File: src/rtl/serial_adder_if.sv
// serial_adder_if
// Groups the request/result signals of the bit-serial adder.
//   start      : request; the adder samples it only while idle
//   a, b, cin  : operands; captured on the edge that accepts start
//   busy       : high while an addition is in progress
//   done       : one-cycle completion pulse
//   sum, cout  : result registers, holding the last completed result
//   state_dbg  : current FSM state (0 = IDLE, 1 = SHIFT), for observation
// Handshake: a request is accepted on any rising edge where start=1 and
// busy=0; start while busy=1 is ignored. Completion is signalled by a
// single-cycle done pulse, with sum/cout valid from that edge onward.
// master = requester side, slave = adder side.
interface serial_adder_if #(
   parameter int WIDTH = 8
);
   logic             start;
   logic [WIDTH-1:0] a;
   logic [WIDTH-1:0] b;
   logic             cin;
   logic             busy;
   logic             done;
   logic [WIDTH-1:0] sum;
   logic             cout;
   logic             state_dbg;

   modport master (
      output start, a, b, cin,
      input  busy, done, sum, cout, state_dbg
   );

   modport slave (
      input  start, a, b, cin,
      output busy, done, sum, cout, state_dbg
   );
endinterface

File: src/rtl/serial_adder.sv
// full_adder
// One-bit full adder cell.
//   a, b, cin : input bits
//   sum, cout : sum bit and carry-out
module full_adder (
   input  logic a,
   input  logic b,
   input  logic cin,
   output logic sum,
   output logic cout
);
   assign sum  = a ^ b ^ cin;
   assign cout = (a & b) | (cin & (a ^ b));
endmodule

// serial_adder
// Bit-serial adder for two WIDTH-bit operands built around one full_adder
// cell. Operands are shifted through the cell LSB first, one bit pair per
// clock, with the carry held in a flop between bits. A result is produced
// WIDTH cycles after the accepting edge.
//   clk   : system clock, rising-edge
//   rst_n : synchronous active-low reset
//   bus   : serial_adder_if slave port (start/a/b/cin in, busy/done/sum/cout out)
module serial_adder #(
   parameter int WIDTH = 8
) (
   input  logic          clk,
   input  logic          rst_n,
   serial_adder_if.slave bus
);
   localparam int CNT_W = (WIDTH > 1) ? $clog2(WIDTH) : 1;
   localparam logic [CNT_W-1:0] LAST_CNT = CNT_W'(WIDTH - 1);

   typedef enum logic {
      IDLE  = 1'b0,
      SHIFT = 1'b1
   } state_t;

   state_t             state_q, state_d;
   logic [WIDTH-1:0]   a_sr_q, a_sr_d;
   logic [WIDTH-1:0]   b_sr_q, b_sr_d;
   logic [WIDTH-1:0]   acc_sr_q, acc_sr_d;
   logic               carry_q, carry_d;
   logic [CNT_W-1:0]   cnt_q, cnt_d;
   logic               busy_q, busy_d;
   logic               done_q, done_d;
   logic [WIDTH-1:0]   sum_q, sum_d;
   logic               cout_q, cout_d;

   logic               fa_sum;
   logic               fa_cout;

   full_adder u_full_adder (
      .a    (a_sr_q[0]),
      .b    (b_sr_q[0]),
      .cin  (carry_q),
      .sum  (fa_sum),
      .cout (fa_cout)
   );

   always_comb begin
      state_d  = state_q;
      a_sr_d   = a_sr_q;
      b_sr_d   = b_sr_q;
      acc_sr_d = acc_sr_q;
      carry_d  = carry_q;
      cnt_d    = cnt_q;
      busy_d   = busy_q;
      done_d   = 1'b0;
      sum_d    = sum_q;
      cout_d   = cout_q;

      unique case (state_q)
         IDLE: begin
            if (bus.start) begin
               a_sr_d  = bus.a;
               b_sr_d  = bus.b;
               carry_d = bus.cin;
               cnt_d   = '0;
               busy_d  = 1'b1;
               state_d = SHIFT;
            end
         end
         SHIFT: begin
            // Accumulator fills from the MSB so that after WIDTH shifts the
            // first (least significant) sum bit has reached bit 0.
            acc_sr_d = {fa_sum, acc_sr_q[WIDTH-1:1]};
            carry_d  = fa_cout;
            a_sr_d   = a_sr_q >> 1;
            b_sr_d   = b_sr_q >> 1;
            cnt_d    = cnt_q + CNT_W'(1);
            if (cnt_q == LAST_CNT) begin
               // Publish the accumulator including the bit formed this cycle.
               sum_d   = {fa_sum, acc_sr_q[WIDTH-1:1]};
               cout_d  = fa_cout;
               done_d  = 1'b1;
               busy_d  = 1'b0;
               state_d = IDLE;
            end
         end
         default: state_d = IDLE;
      endcase
   end

   always_ff @(posedge clk) begin
      if (!rst_n) begin
         state_q  <= IDLE;
         a_sr_q   <= '0;
         b_sr_q   <= '0;
         acc_sr_q <= '0;
         carry_q  <= 1'b0;
         cnt_q    <= '0;
         busy_q   <= 1'b0;
         done_q   <= 1'b0;
         sum_q    <= '0;
         cout_q   <= 1'b0;
      end else begin
         state_q  <= state_d;
         a_sr_q   <= a_sr_d;
         b_sr_q   <= b_sr_d;
         acc_sr_q <= acc_sr_d;
         carry_q  <= carry_d;
         cnt_q    <= cnt_d;
         busy_q   <= busy_d;
         done_q   <= done_d;
         sum_q    <= sum_d;
         cout_q   <= cout_d;
      end
   end

   assign bus.busy      = busy_q;
   assign bus.done      = done_q;
   assign bus.sum       = sum_q;
   assign bus.cout      = cout_q;
   assign bus.state_dbg = state_q;
endmodule

File: src/flat_wrapper.sv
// flat-port wrapper written by rule: the top's interface ports become plain ports
module serial_adder_flat 
#(
   parameter int WIDTH = 8
)
  (clk, rst_n, bus_start, bus_a, bus_b, bus_cin, bus_busy, bus_done, bus_sum, bus_cout, bus_state_dbg);
  serial_adder_if #(.WIDTH(WIDTH)) bus_i ();
  input  logic clk;
  input  logic rst_n;
  input wire logic [$bits(bus_i.start)-1:0] bus_start;
  input wire logic [$bits(bus_i.a)-1:0] bus_a;
  input wire logic [$bits(bus_i.b)-1:0] bus_b;
  input wire logic [$bits(bus_i.cin)-1:0] bus_cin;
  output wire logic [$bits(bus_i.busy)-1:0] bus_busy;
  output wire logic [$bits(bus_i.done)-1:0] bus_done;
  output wire logic [$bits(bus_i.sum)-1:0] bus_sum;
  output wire logic [$bits(bus_i.cout)-1:0] bus_cout;
  output wire logic [$bits(bus_i.state_dbg)-1:0] bus_state_dbg;
  assign bus_i.start = bus_start;
  assign bus_i.a = bus_a;
  assign bus_i.b = bus_b;
  assign bus_i.cin = bus_cin;
  assign bus_busy = bus_i.busy;
  assign bus_done = bus_i.done;
  assign bus_sum = bus_i.sum;
  assign bus_cout = bus_i.cout;
  assign bus_state_dbg = bus_i.state_dbg;
  serial_adder #(.WIDTH(WIDTH)) u_core (.clk(clk), .rst_n(rst_n), .bus(bus_i));
endmodule
File: config.mk
export PLATFORM = sky130hd
export DESIGN_NAME = serial_adder_flat
export DESIGN_NICKNAME = d
export VERILOG_FILES = /design/src/rtl/serial_adder_if.sv /design/src/rtl/serial_adder.sv /design/src/flat_wrapper.sv
export SDC_FILE = /design/constraint.sdc
export NUM_CORES = 1
export LEC_CHECK = 0
export ABC_AREA = 1
export CORE_ASPECT_RATIO = 1.75
export CORE_MARGIN = 5
export CORE_UTILIZATION = 33
export DETAILED_ROUTE_END_ITERATION = 16
export GPL_TIMING_DRIVEN = 1
export SETUP_SLACK_MARGIN = 0.4
export SYNTH_ARGS = -nofsm -noshare
export SYNTH_HDL_FRONTEND = slang
export SYNTH_SLANG_ARGS = --single-unit
File: constraint.sdc
create_clock -name clk -period 1.6 [get_ports clk]
set_clock_uncertainty 0.15 [all_clocks]
set_input_delay 0.48 -clock clk [delete_from_list [all_inputs] [get_ports clk]]
set_output_delay 0.48 -clock clk [all_outputs]
set_load 0.02 [all_outputs]
**Yosys cells after proc, flatten, opt, wreduce, memory -nomap -nowiden**

Cells that the tools add are included.

- Register bits: 40
- Input bits: 20
- Output and inout port bits: 12

- Add/sub/neg operators: 1
- Equality and inequality tests: 3
- Muxes and demuxes: 15
- Bitwise operators: 6
- Reduce and logical (&&, ||, !) cells: 3

Operators by type and width:

| cell | count |
|---|---|
| $pmux 8 s2 | 2 |
| $mux 8 | 2 |
| $mux 1 | 6 |
| $pmux 1 s2 | 3 |
| $pmux 3 s2 | 1 |
| $reduce_and 2->1 | 3 |
| $ne 2x2->1 const B | 2 |
| $add 3x1->3 const B | 1 |
| $eq 3x3->1 const B | 1 |
| $mux 3 | 1 |
| $and 1x1->1 | 2 |
| $xor 1x1->1 | 2 |
| $not 1->1 | 1 |
| $or 1x1->1 | 1 |

**Logic depth before layout (Yosys ltp)**

- Depth after elaboration: 4
- Gate-level depth with buffers: 7
- Depth with buffers taken out: 6

**Modules after synthesis**

A second synthesis with hierarchy kept.

- Cell total of the unflattened synthesis: 221
- Area, all modules: 1612.8 sq um

Modules (own cells, without submodules):

| module | instances | cells an instance | area each (sq um) | seq. area each (sq um) |
|---|---|---|---|---|
| serial_adder | 1 | 220 | 1592.8 | 780.7 |
| full_adder | 1 | 1 | 20.0 | 0.0 |

**Least setup slack after synthesis**

Ideal clock, no wire load.

- Path type: flip-flop to flip-flop
- Start point: register u_core.state_q, in the netlist u_core.bus.state_dbg
- End point: register u_core.a_sr_q[1]
- Library setup time: 0.110 ns
- Arrival: 1.082 ns
- Required time: 1.340 ns
- Slack: 0.258 ns
- Stages on the path, launching flop included: 8
- Buffers on the path: 2
- Period minus slack after synthesis: 1.342 ns
- Path through: dfxtp_1 -> buf_4 -> inv_2 -> buf_4 -> nand3_1 -> nand3_1 -> nand2_1 -> inv_1

- Cells in the longest elaborated chain, start to end: 2

RTL lines:

| what | line | RTL |
|---|---|---|
| start, declared | serial_adder.sv:39 | `state_t state_q, state_d;` |
| start signal, assigned | serial_adder.sv:118 | `state_q <= state_d;` |
| $not 1->1 | serial_adder.sv:73 | `unique case (state_q)` |
| $pmux 8 s2 or $ne 2x2->1 (tied branches) | -- |  |
| end signal, assigned | serial_adder.sv:119 | `a_sr_q <= a_sr_d;` |
| end, declared | serial_adder.sv:40 | `logic [WIDTH-1:0] a_sr_q, a_sr_d;` |

Several ways; a longest one is shown, not always the timed one.
A chain may end at the register's enable or synchronous reset.

**Final worst setup path**

- Start point: register u_core.sum_q[0], in the netlist u_core.bus.sum[0]
- End point: output port bus_sum[0]

RTL lines:

| what | line | RTL |
|---|---|---|
| start, declared | serial_adder.sv:47 | `logic [WIDTH-1:0] sum_q, sum_d;` |
| start signal, assigned | serial_adder.sv:126 | `sum_q <= sum_d;` |
| end, declared | flat_wrapper.sv:16 | `output wire logic [$bits(bus_i.sum)-1:0] bus_sum;` |

No word-level cell between the ends.

==> summary.txt <==
Critical path
  – Startpoint types: register
  – Max stage delay on crit path: 0.36 ns
  – Worst path slowest cell: dfxtp_2
  – WP buf/inv: 1
  – CP max FO: 2
  – Worst Path Required: 0.97 ns
  – Worst EP arrival: 0.76 ns
  – Cell family with most CP delay: flip-flops
  – Worst Setup Path Type: reg -> out
  – Critical Path, Cell by Cell: buf_6
  – Crit. End Element: output pin

Synthesis
  – Syn Area/Cell: 7.286 sq um
  – #FFs+latches synth: 39
  – Seq/Total Area, Yosys: 0.4848
  – Synth unique cells: 17
  – Synth Warn #: 0
  – Cells after Synth: 221
  – Post-Syn Area: 0.001610 sq mm
  – Syn Nets: 245

Die
  – CORE AREA: 0.004707 sq mm
  – Die Wd: 62.81 microns
  – Initial Util: 0.3421
  – I/O pins: 32
  – Die height: 102.4 microns
  – Site Rows: 33
  – Die area: 0.006432 sq mm

Route
  – Initial DRC Count: 24
  – Vias per std cell: 4.718
  – Routed len/inst: 12.72 microns
  – Remaining antenna violation count: 0
  – Drt total wl: 4148 microns
  – Pre-antenna DRT Iters: 4
  – Vias: 1,538
  – DRC: 0

Global route
  – Overflow left after global routing: 0
  – All-Layer GR Usage: 0.1208
  – Pin count of the biggest net entering global routing: 31
  – Initial antenna violation count: 0
  – First-pass GRT wire length: 6175 microns
  – Number of global-route vias before repair: 1,388

Placed design
  – Cell count after placement: 301
  – RePlAce Congestion: 0.7196
  – Post-detail-place hpwl: 2514 microns
  – Port bufs: 31

Final layout
  – Area Growth Syn to Fin: 57.34%
  – Layout cells sized above 1: 0.4051
  – Antenna Cells: 0
  – Commonest non-fill, non-tap cell in the layout: nand2_1
  – Final nets: 297
  – Most frequent cells in the layout: 50 x nand2_1, 25 x nand3_1, 23 x dfxtp_1, 18 x inv_1
  – Fin cells: 326

Power and ir drop
  – Register share of total power: 0.518
  – Clock Power Share: 0.315
  – NetSw: 525.9 uW
  – Leak pwr: 1.206 nW
  – P_int: 1.497 mW
  – Pwr dens: 798.2 mW/mm^2
  – Switch share: 0.2600
  – Max VDD drop: 0.5510 mV
  – Combinational Power Share: 0.166

Run status
  – Status: completed

Clock network
  – CTS tree: yes
  – Clk Latency, worst-skew pair: 0.28 ns
  – Clk buf depth: 2
  – H-tree depth: 2
  – Clk pin slew, worst setup/hold paths: 0.07 ns
  – Root Driver: clkbuf_8
  – Clk sinks: 39
  – CTS buffer count: 5
  – Post-CTS Hold Buffers: 0

STA
  – Fin. Hold Viols: 0
  – Number of setup violations in the final report: 0
  – Slew @ Worst Pin: 0.2287 ns
  – Relative slew slack: 0.8473
  – Fin crit share: 0.8694
  – F_max: 718.9 MHz
  – WHS: 0.3130 ns
  – Fin. max-slew vios: 0
  – RSZ-0062 raised after global routing: yes
  – Minimum clock period: 1.391 ns

Worst hold path
  – Type of the tightest min-delay check: reg -> reg

Job
  – Max Cap Viol: 0
-- registers in the layout, summed over array words and instances, names as in the netlist --
name,count
u_core.b_sr_q,8
u_core.a_sr_q,8
u_core.cnt_q,3
u_core.bus.sum,8
u_core.bus.done,1
u_core.bus.cout,1
u_core.acc_sr_q,7
u_core.bus.state_dbg,1
u_core.bus.busy,1
u_core.carry_q,1
-- layer usage --
| metal | wire [microns] | up-vias | global-route usage | part of all wire |
|---|---|---|---|---|
| li1 | - | 793 | - | - |
| met2 | 2302 | 32 | 0.2236 | 0.55 |
| met1 | 1575 | 706 | 0.1293 | 0.38 |
| met3 | 161 | 7 | 0.02750 | 0.039 |
| met5 | 0 | - | 0 | 0 |
| met4 | 108 | 0 | 0.05392 | 0.026 |
-- synthesized netlist by cell type, drive strengths merged --
cell type	instances	area (sq um)
nand2	70	270.3
nand3	30	150.1
nor2	21	81.33
dfxtp	39	780.8
inv	20	75.07
ha	3	37.54
clkbuf	1	3.750
fa	1	20.02
a21oi	14	70.07
buf	12	71.32
nor3	1	5.000
o21ai	9	45.04
-- power groups by stage --
stage	clock network [mW]	registers [mW]	logic, mW
after floorplan	0	1.06	0.149
after global placement	0	1.06	0.232
after detailed placement	0	1.06	0.234
after CTS	0.661	1.04	0.249
after global routing	0.702	1.05	0.368
final	0.638	1.05	0.336
-- cell type report --
| type | instances | area, sq um |
|---|---|---|
| clock buffers | 7 | 76.32 |
| fillers | 461 | 2173 |
| well taps | 52 | 65.06 |
| multi-input cells | 150 | 898.4 |
| inverters | 20 | 90.09 |
| clock inverters | 1 | 5.005 |
| repair buffers | 56 | 579.3 |
| flip-flops and latches | 39 | 803.3 |
| repair inverters | 1 | 16.27 |
-- through the flow --
step           total power [mW]  setup TNS, ns  setup WS [ns]  utilization  instance area, sq um
6_report                  2.022              0         0.2090       0.5383                  2534
5_1_grt                   2.123              0         0.1512       0.5383                  2534
4_1_cts                   1.953              0         0.1970       0.4734                  2228
3_5_place_dp              1.296         -4.598        -0.1990       0.4274                  2012
3_3_place_gp              1.293         -3.997        -0.1706       0.4274                  2012
2_1_floorplan             1.211              0         0.3534            -                  1668
-- worst paths after layout --
check	from	slack [ns]	end	depth (start not counted)
worst min register to register	u_core.acc_sr_q[7]	0.31	u_core.bus.sum[6]	2
worst max-delay path	u_core.bus.sum[0]	0.21	bus_sum[0]	1
worst max register to register	u_core.bus.state_dbg	0.21	u_core.a_sr_q[2]	8
worst min-delay path	u_core.acc_sr_q[7]	0.31	u_core.bus.sum[6]	2
-- kinds of logic (layout without fill, tap and decap cells) --
kind of cell,count (synthesis),after routing,share of synthesized area
AOI/OAI and AO/OA,23,23,0.07148
and+or+nand+nor,122,123,0.3147
DFF,39,39,0.4848
adders and majority gates,4,4,0.03575
buffers and inverters,33,85,0.09324
-- timing repair --
action / 4_1_cts / 5_1_grt
pin swaps: 6 / 10
resized for setup: 111 / 61
setup endpoints to repair: 51 / 51
setup buffers: 2 / 10
gates cloned: 2 / 3
Power figures use the tool's default switching activity.
